$ cat config.mk
export PLATFORM = sky130hd
export DESIGN_NAME = level_trigger
export DESIGN_NICKNAME = d
export VERILOG_FILES = /design/src/rtl/level_trigger_pkg.sv /design/src/rtl/consec_counter.sv /design/src/rtl/level_trigger.sv
export SDC_FILE = /design/constraint.sdc
export NUM_CORES = 1
export LEC_CHECK = 0
export ABC_AREA = 1
export CAP_MARGIN = 10
export CORE_MARGIN = 3
export CORE_UTILIZATION = 40
export CTS_BUF_LIST = sky130_fd_sc_hd__clkbuf_8
export CTS_CLUSTER_DIAMETER = 200
export DETAILED_ROUTE_END_ITERATION = 8
export DONT_BUFFER_PORTS = 1
export PLACE_DENSITY = 0.53
export SLEW_MARGIN = 10
export SYNTH_ARGS = -nofsm -noshare
export SYNTH_HDL_FRONTEND = slang
export SYNTH_SLANG_ARGS = --single-unit
$ cat constraint.sdc
create_clock -name clk -period 3.9 [get_ports clk]
set_input_delay 0.195 -clock clk [delete_from_list [all_inputs] [get_ports clk]]
set_output_delay 0.195 -clock clk [all_outputs]
set_load 0.01 [all_outputs]
$ cat src/rtl/level_trigger_pkg.sv
// Shared types and the per-word lane qualification used by the level trigger.
// The qualifier takes its geometry as arguments, so one function serves any lane layout.
package level_trigger_pkg;

    typedef enum logic [1:0] {ARM, ACTIVE, HOLDOFF} state_t;

    localparam int MAX_LANES    = 32;
    localparam int MAX_SAMPLE_W = 32;
    localparam int MAX_DATA_W   = MAX_LANES * MAX_SAMPLE_W;

    // Strict compare on each of the first `lanes` samples, then AND (all_lanes) or OR across them.
    function automatic logic lane_qualify(
        input logic [MAX_DATA_W-1:0]   samples,
        input logic [MAX_SAMPLE_W-1:0] threshold,
        input logic                    above,
        input logic                    all_lanes,
        input int                      lanes,
        input int                      sample_w
    );
        logic                    any_hit;
        logic                    all_hit;
        logic                    lane_hit;
        logic [MAX_SAMPLE_W-1:0] mask;
        logic [MAX_SAMPLE_W-1:0] s;
        any_hit = 1'b0;
        all_hit = 1'b1;
        mask    = (sample_w >= MAX_SAMPLE_W) ? '1
                : MAX_SAMPLE_W'((64'(1) << sample_w) - 64'(1));
        for (int k = 0; k < MAX_LANES; k++) begin
            s        = MAX_SAMPLE_W'(samples >> (k * sample_w)) & mask;
            lane_hit = above ? (s > threshold) : (s < threshold);
            if (k < lanes) begin
                any_hit = any_hit | lane_hit;
                all_hit = all_hit & lane_hit;
            end
        end
        return all_lanes ? all_hit : any_hit;
    endfunction

endpackage

$ cat src/rtl/consec_counter.sv
// Saturating counter of consecutive qualifying valid words; done flags the completing word.
// The count clears itself on completion, on a non-qualifying word, or on clr.
module consec_counter #(
    parameter int CNT_W = 32
) (
    input  logic             clk,
    input  logic             reset,
    input  logic             clr,
    input  logic             valid,
    input  logic             hit,
    input  logic [CNT_W-1:0] target,
    output logic             done,
    output logic [CNT_W-1:0] count
);

    logic [CNT_W-1:0] count_q, count_d;
    logic [CNT_W-1:0] target_eff;
    logic [CNT_W:0]   count_inc;

    // NOTE: every always_comb output gets a default first, so no path can infer a latch.
    always_comb begin
        target_eff = (target == '0) ? CNT_W'(1) : target;
        count_inc  = {1'b0, count_q} + (CNT_W+1)'(1);
        done       = valid && hit && !clr && (count_inc >= {1'b0, target_eff});
        count_d    = count_q;
        if (clr) begin
            count_d = '0;
        end else if (valid) begin
            if (!hit || done) begin
                count_d = '0;
            end else if (!count_inc[CNT_W]) begin
                count_d = count_inc[CNT_W-1:0];
            end
        end
    end

    // NOTE: sequential state uses non-blocking assignments so all flops update together.
    always_ff @(posedge clk) begin
        if (reset) begin
            count_q <= '0;
        end else begin
            count_q <= count_d;
        end
    end

    assign count = count_q;

endmodule

$ cat src/rtl/level_trigger.sv
// Multi-lane ADC level trigger: ARM -> ACTIVE -> HOLDOFF with registered sync, edge pulses
// and a wrapping event counter.
module level_trigger
    import level_trigger_pkg::*;
#(
    parameter int SAMPLE_W = 16,
    parameter int LANES    = 2,
    parameter int CNT_W    = 32
) (
    input  logic                      clk,
    input  logic                      reset,
    input  logic                      enable,
    input  logic [LANES*SAMPLE_W-1:0] adc_data,
    input  logic                      adc_data_valid,
    input  logic [SAMPLE_W-1:0]       start_threshold,
    input  logic [SAMPLE_W-1:0]       stop_threshold,
    input  logic [CNT_W-1:0]          start_samples_number,
    input  logic [CNT_W-1:0]          stop_samples_number,
    input  logic [CNT_W-1:0]          holdoff_words,
    input  logic                      polarity,
    input  logic                      all_lanes,
    output logic                      sync,
    output logic                      sync_start,
    output logic                      sync_stop,
    output logic [CNT_W-1:0]          event_count
);

    state_t           state_q, state_d;
    logic [CNT_W-1:0] hcnt_q, hcnt_d;
    logic [CNT_W-1:0] event_count_q, event_count_d;
    logic             sync_q, sync_d;
    logic             sync_start_q, sync_start_d;
    logic             sync_stop_q, sync_stop_d;
    logic             start_hit, stop_hit;
    logic             cnt_clr, cnt_hit, cnt_done;
    logic [CNT_W-1:0] cnt_target;

    // One counter serves both phases; it is held clear while disabled or in holdoff.
    always_comb begin
        start_hit  = lane_qualify(MAX_DATA_W'(adc_data), MAX_SAMPLE_W'(start_threshold),
                                  polarity, all_lanes, LANES, SAMPLE_W);
        stop_hit   = lane_qualify(MAX_DATA_W'(adc_data), MAX_SAMPLE_W'(stop_threshold),
                                  !polarity, all_lanes, LANES, SAMPLE_W);
        cnt_clr    = !enable || (state_q == HOLDOFF);
        cnt_hit    = (state_q == ARM) ? start_hit : stop_hit;
        cnt_target = (state_q == ARM) ? start_samples_number : stop_samples_number;
    end

    consec_counter #(
        .CNT_W (CNT_W)
    ) u_qcnt (
        .clk    (clk),
        .reset  (reset),
        .clr    (cnt_clr),
        .valid  (adc_data_valid),
        .hit    (cnt_hit),
        .target (cnt_target),
        .done   (cnt_done),
        .count  ()
    );

    always_comb begin
        state_d       = state_q;
        hcnt_d        = hcnt_q;
        event_count_d = event_count_q;
        sync_start_d  = 1'b0;
        sync_stop_d   = 1'b0;
        if (!enable) begin
            state_d = ARM;
            hcnt_d  = '0;
        end else begin
            unique case (state_q)
                ARM: begin
                    if (cnt_done) begin
                        state_d       = ACTIVE;
                        sync_start_d  = 1'b1;
                        event_count_d = event_count_q + CNT_W'(1);
                    end
                end
                ACTIVE: begin
                    if (cnt_done) begin
                        state_d     = HOLDOFF;
                        hcnt_d      = holdoff_words;
                        sync_stop_d = 1'b1;
                    end
                end
                HOLDOFF: begin
                    if (hcnt_q == '0) begin
                        state_d = ARM;
                    end else if (adc_data_valid) begin
                        hcnt_d = hcnt_q - CNT_W'(1);
                        if (hcnt_q == CNT_W'(1)) state_d = ARM;
                    end
                end
                default: state_d = ARM;
            endcase
        end
        sync_d = (state_d == ACTIVE);
    end

    always_ff @(posedge clk) begin
        if (reset) begin
            state_q       <= ARM;
            hcnt_q        <= '0;
            event_count_q <= '0;
            sync_q        <= 1'b0;
            sync_start_q  <= 1'b0;
            sync_stop_q   <= 1'b0;
        end else begin
            state_q       <= state_d;
            hcnt_q        <= hcnt_d;
            event_count_q <= event_count_d;
            sync_q        <= sync_d;
            sync_start_q  <= sync_start_d;
            sync_stop_q   <= sync_stop_d;
        end
    end

    assign sync        = sync_q;
    assign sync_start  = sync_start_q;
    assign sync_stop   = sync_stop_q;
    assign event_count = event_count_q;

endmodule

# Yosys cells after proc, flatten, opt, wreduce, memory -nomap -nowiden
# Index checks and enable logic that the tools add are counted.
[totals]
out_inout_bits = 35
mem_bits_rw = 0
in_bits = 166
wordCells = 76
latch_bits = 0
rom_bits = 0
ff_bits = 101
mem_count = 0
[classes]
bitwise = 7
n_addsub = 3
reduce_logical = 19
mux = 23
div = 0
n_lt_le_gt_ge = 9
n_mul = 0
n_shift = 0
eq_ne = 8
[op_table]
columns = ["cell", "count"]
rows = [
  ["$mux W32", 7],
  ["$gt A16 B16 Y1", 4],
  ["$logic_not A32 Y1", 2],
  ["$lt A16 B16 Y1", 4],
  ["$pmux W32 S2", 1],
  ["$add A32 B1 Y33 const B", 1],
  ["$ge A33 B32 Y1", 1],
  ["$add A32 B1 Y32 const B", 1],
  ["$eq A32 B1 Y1 const B", 1],
  ["$sub A32 B1 Y32 const B", 1],
  ["$mux W2", 6],
  ["$mux W1", 8],
  ["$ne A2 B2 Y1 const B", 4],
  ["$pmux W2 S3", 1],
  ["$reduce_or A3 Y1", 2],
  ["$eq A2 B1 Y1 const B", 2],
  ["$reduce_and A4 Y1", 1],
  ["$reduce_or A2 Y1", 2],
  ["$logic_and A1 B1 Y1", 3],
  ["$logic_not A1 Y1", 3],
  ["$not A1 Y1", 3],
  ["$reduce_and A3 Y1", 1],
  ["$and A1 B1 Y1", 2],
  ["$eq A2 B2 Y1 const B", 1],
  ["5 further kinds", 7],
]

# Depth between registers and ports, before layout
[logic_depth]
depth_word = 12
depth_mapped = 26

# Modules after synthesis
# A second synthesis with hierarchy kept.
[unflattened]
cells_unflattened = 1577
area_unflattened_um2 = 9502.9
[by_module_without_submodules]
columns = ["module", "cells_per_inst", "area_each_um2", "instances", "seq_area_each_um2"]
rows = [
  ["level_trigger", 1054, 6264.8, 1, 1381.3],
  ["consec_counter", 523, 3238.1, 1, 640.6],
]

# Least setup slack after synthesis
# No wires, ideal clock.
[synth_timing]
kind = "register to register"
from = "register u_qcnt.count_q[0], in the netlist u_qcnt.count[0]"
to = "register hcnt_q[6]"
synth_period_minus_slack_ps = 3509
setup_slack_ps = 391
arrival_ps = 3398
setup_time_ps = 111
required_ps = 3789
path_stages_with_launch = 27
cell_sequence = "dfxtp_1 -> ha_1 -> nand2_1 -> nor2_2 -> nand2_2 -> nor2_1 -> nand3_1 -> nor2_1 -> nand4_1 -> nor2_1 -> xor2_1 -> inv_1 -> ha_1 -> nand2_1 -> nor2_1 -> nand4_1 -> nor2_1 -> nand3b_1 -> nand4_2 -> inv_2 -> nor2_8 -> nand2_8 -> nand2_8 -> inv_6 -> buf_12 -> nor2_2 -> nor2_2"
[synth_via]
elab_chain_len = 5
[synth_rtl]
columns = ["element", "line", "rtl"]
rows = [
  ["from (decl)", "consec_counter.sv:16", "logic [CNT_W-1:0] count_q, count_d;"],
  ["from (signal assigned)", "consec_counter.sv:42", "count_q <= count_d;"],
  ["$add A32 B1 Y33", "consec_counter.sv:23", "count_inc = {1'b0, count_q} + (CNT_W+1)'(1);"],
  ["$ge A33 B32 Y1", "consec_counter.sv:24", "done = valid && hit && !clr && (count_inc >= {1'b0, target_eff});"],
  ["$logic_and A1 B1 Y1", "consec_counter.sv:24", ""],
  ["$ne A2 B2 Y1 (no line)", "n/a", ""],
  ["$reduce_and A4 Y1 (no line)", "n/a", ""],
  ["to (signal assigned)", "level_trigger.sv:111", "hcnt_q <= hcnt_d;"],
  ["to (decl)", "level_trigger.sv:29", "logic [CNT_W-1:0] hcnt_q, hcnt_d;"],
]
# Every way passes these cells.
# A chain may end at the register's enable or synchronous reset.

# Final worst setup path
[layout_timing]
from = "register u_qcnt.count_q[0], in the netlist u_qcnt.count[0]"
to = "register u_qcnt.count_q[0], in the netlist u_qcnt.count[0]"
[layout_via]
elab_chain_len = 6
elab_cells_between_ends = 8
[layout_rtl]
columns = ["element", "line", "rtl"]
rows = [
  ["$add A32 B1 Y33 *", "consec_counter.sv:23", ""],
  ["$ge A33 B32 Y1", "consec_counter.sv:24", ""],
  ["$logic_and A1 B1 Y1", "consec_counter.sv:24", ""],
  ["$logic_or A1 B1 Y1", "consec_counter.sv:29", "if (!hit || done) begin"],
  ["$ne A2 B2 Y1 (no line)", "n/a", ""],
  ["$reduce_and A2 Y1 (no line)", "n/a", ""],
]
# Mark *: on every way between the ends. The rest lies on a longest branch, timed or not. The select of a mux whose other input is x is not followed.

==> impl_metrics.yaml <==
global_route:
  grt_usage_pct: 20.6
  grt_max_degree: 40
  grt_pass1_wl_mm: 44.8
  grt_overflow: 0
  grt_pass1_vias: 8991
  antenna_found_initial: 0
detailed_routing:
  drc: 0
  drt_pass1_iterations: 5
  vias: 9524
  drt_iter0_markers: 606
  vias_per_cell: 5.06
  avgRoutedWirePerCell_um: 15.0
  finalWirelength_mm: 28.3
  final_antenna_net_count: 0
floorplan:
  pin_count: 201
  rows: 56
  dieArea_sq_mm: 0.0262
  die_h_um: 162
  start_util_pct: 41.1
  core_sq_mm: 0.0237
  fp.dieW_um: 162
sta:
  finClkSkew_ps: 24.3
  slew_violations: 0
  setup_viol: 0
  max_freq_mhz: 273
  setup_tns_ps: 0
  rsz0062_at_grt: "yes"
  fin_crit_ps: 3660
  worst_slack_ps: 238
  relSlewSlack_pct: 30.0
  worst_pin_slew_ps: 1050
  hold_viol: 0
  period_share_pct: 93.9
worst_setup_path:
  cp_slowest_stage_delay_ps: 390
  worst-endpoint-arrival_ps: 3980
  cp-start-kind: "register"
  cp_common_cell: "nor2_1"
  r2r_slack_ps: 240
  slowest_stage: "dfxtp_4"
  crit_type: "register to register"
  cp-end-kind: "register"
  cp_max_fo: 8
  path_cells: "ha_2, nand2_1, nor2_2, nand2_2, nor2_4, nand3_4, nor2_4, nand4_1, nor2_1, xor2_1, inv_1, ha_4, a21oi_1, o21ai_0, a21oi_1, nor2_1, nor2_2, nand4_4, a21oi_4, nand2_8, clkbuf_16, nand3_1, nand2_1, nor2_1"
  cp.required_ps: 4220
pwr:
  power_density_mw_per_mm2: 206
  ir_drop_v: 0.000127
  leakage_nw: 5.45
placement:
  globalplace.congestion: 0.918
  dp_slack_ps: -0.334
  port_buffers: 0
  dp_hpwl_mm: 21.0
  placed_cells: 1848
logic_synthesis:
  synthArstFlopShare_pct: 0
  yosysSeqAreaShare_pct: 20.8
  synth_cell_types: 41
  yosysWarnings: 0
  synth-edff-count: 0
  synthMostInstantiatedCell: "nand2_1"
  synth-main-ff-cell: "dfxtp_1"
  syn_area_per_cell_sq_um: 6.32
  synth_area_leaders: "dfxtp_1 21%, nand2_1 16%, ha_1 13%"
  syn-instance-count: 1540
  netlist_area_sq_mm: 0.00973
  synth.top_cell.area_share_pct: 20.8
  synthTopCellsByCount: "407 x nand2_1, 190 x inv_1, 183 x nor2_1, 132 x nand3_1, 101 x dfxtp_1"
  yosysTopAreaCell: "dfxtp_1"
  ys_seq_elements: 101
  synth_fp_nets: 1806
cts:
  clk_pin_slew_ps: 140
  cts_sinks: 101
  cts_made_buffers: 9
  ctsHtreeMaxLevel: 3
  clk_latency_ps: 410
  cts_tree: "done"
  clockRootBuffer: "clkbuf_8"
  cts_buffer_depth: 2
worst_hold_path:
  holdCritPathClass: "input port to register"
final_layout:
  drive_gt1_share_pct: 9.92
  diodes: 0
  syn_to_final_growth_pct: 11.6
  fin_nets: 1824
  finalNonFillerCells: 1882
outcome:
  status: "complete, no violations"
flow_run:
  cap_violations: 0
final timing paths:
path                            cells after the start                    startpoint                            to
worst min-delay path                                4             holdoff_words[13]       hcnt_q[13]$_SDFFE_PP0P_
worst max-delay path                               24  u_qcnt.count[0]$_SDFFE_PP0P_  u_qcnt.count[0]$_SDFFE_PP0P_
worst max register to register                     24  u_qcnt.count[0]$_SDFFE_PP0P_  u_qcnt.count[0]$_SDFFE_PP0P_
worst min register to register                      2       hcnt_q[22]$_SDFFE_PP0P_       hcnt_q[22]$_SDFFE_PP0P_
registers in the layout (all words and copies together), names as in the netlist:
signal and count:
u_qcnt.count 32, state_q 2, event_count 32, hcnt_q 32, sync 1, sync_start 1, sync_stop 1
kinds of logic (layout without fill, tap and decap cells):
group / after synthesis / count (layout) / share of synthesized area (%)
AOI/OAI and AO/OA: 147 / 147 / 8.09
xor gates and xnor gates: 61 / 61 / 5.49
adders and majority gates: 100 / 100 / 12.9
buffers and inverters: 242 / 263 / 10.8
DFF: 101 / 101 / 20.8
muxes: 33 / 33 / 3.40
and+or+nand+nor: 856 / 858 / 38.6
per-stage QoR:
step | hold WS (ps) | instance area (sq um) | power [mW] | utilization, %
after floorplan | 421 | 9730 | 1.40 | -
after global placement | 271 | 10200 | 1.48 | 43.1
after detailed placement | 270 | 10200 | 1.49 | 43.1
after CTS | 1.04 | 10500 | 2.26 | 44.3
after global routing | 10.9 | 10900 | 2.38 | 45.8
final | 23.2 | 10900 | 2.24 | 45.8
placed cells by master (no fill, tap or decap), types with 9 or more instances in the layout:
cell type / netlist / final
a21oi_1: 87 / 86
buf_12: 2 / 10
buf_4: 3 / 33
clkbuf_8: 0 / 9
dfxtp_1: 101 / 96
ha_1: 100 / 96
inv_1: 190 / 189
mux2i_1: 33 / 32
nand2_1: 407 / 407
nand3_1: 132 / 129
nand4_1: 33 / 33
nor2_1: 183 / 174
nor2_2: 42 / 47
nor3_1: 29 / 27
nor4_1: 12 / 9
o21ai_0: 41 / 41
xor2_1: 55 / 54
critical path, delay by kind of cell, from the launching register on:
kind | cells | cell delay, ps
AOI/OAI and AO/OA | 4 | 630
xor gates and xnor gates | 1 | 150
adders and majority gates | 2 | 440
buffers and inverters | 2 | 290
DFF | 1 | 390
and+or+nand+nor | 15 | 1680
metal layers:
layer | part of all wire [%] | wire (um) | GRT usage, % | vias up
met2 | 46 | 13000 | 34.8 | 233
met4 | 2.1 | 584 | 5.78 | 0
met1 | 46 | 13000 | 27.0 | 4242
met3 | 5.9 | 1660 | 3.65 | 36
li1 | - | - | - | 5013
met5 | 0 | 0 | 0 | -
repair_timing:
action                                  4_1_cts  5_1_grt
hold buffers                                  7        0
endpoints found under the setup margin        0      101
buffers inserted                              0        5
endpoints found under the hold margin        69        0
gates resized for setup                       0       42
final cells by class:
class                      instances  area [sq um]
fill                            2568         12800
multi-input combinational       1199          6880
sequential                       101          2030
inverter                         193           732
timing repair buffer              54           607
tap                              319           399
clock buffer                       9           124
clock inverter                     7          86.3
report_power, final:
part	total (mW)	switching, mW	internal [mW]
Combinational	0.444	0.268	0.177
Sequential	1.05	0.0121	1.04
Clock	0.741	0.481	0.260
Total	2.24	0.761	1.48
Note: power is estimated with default switching activity, not from simulation.
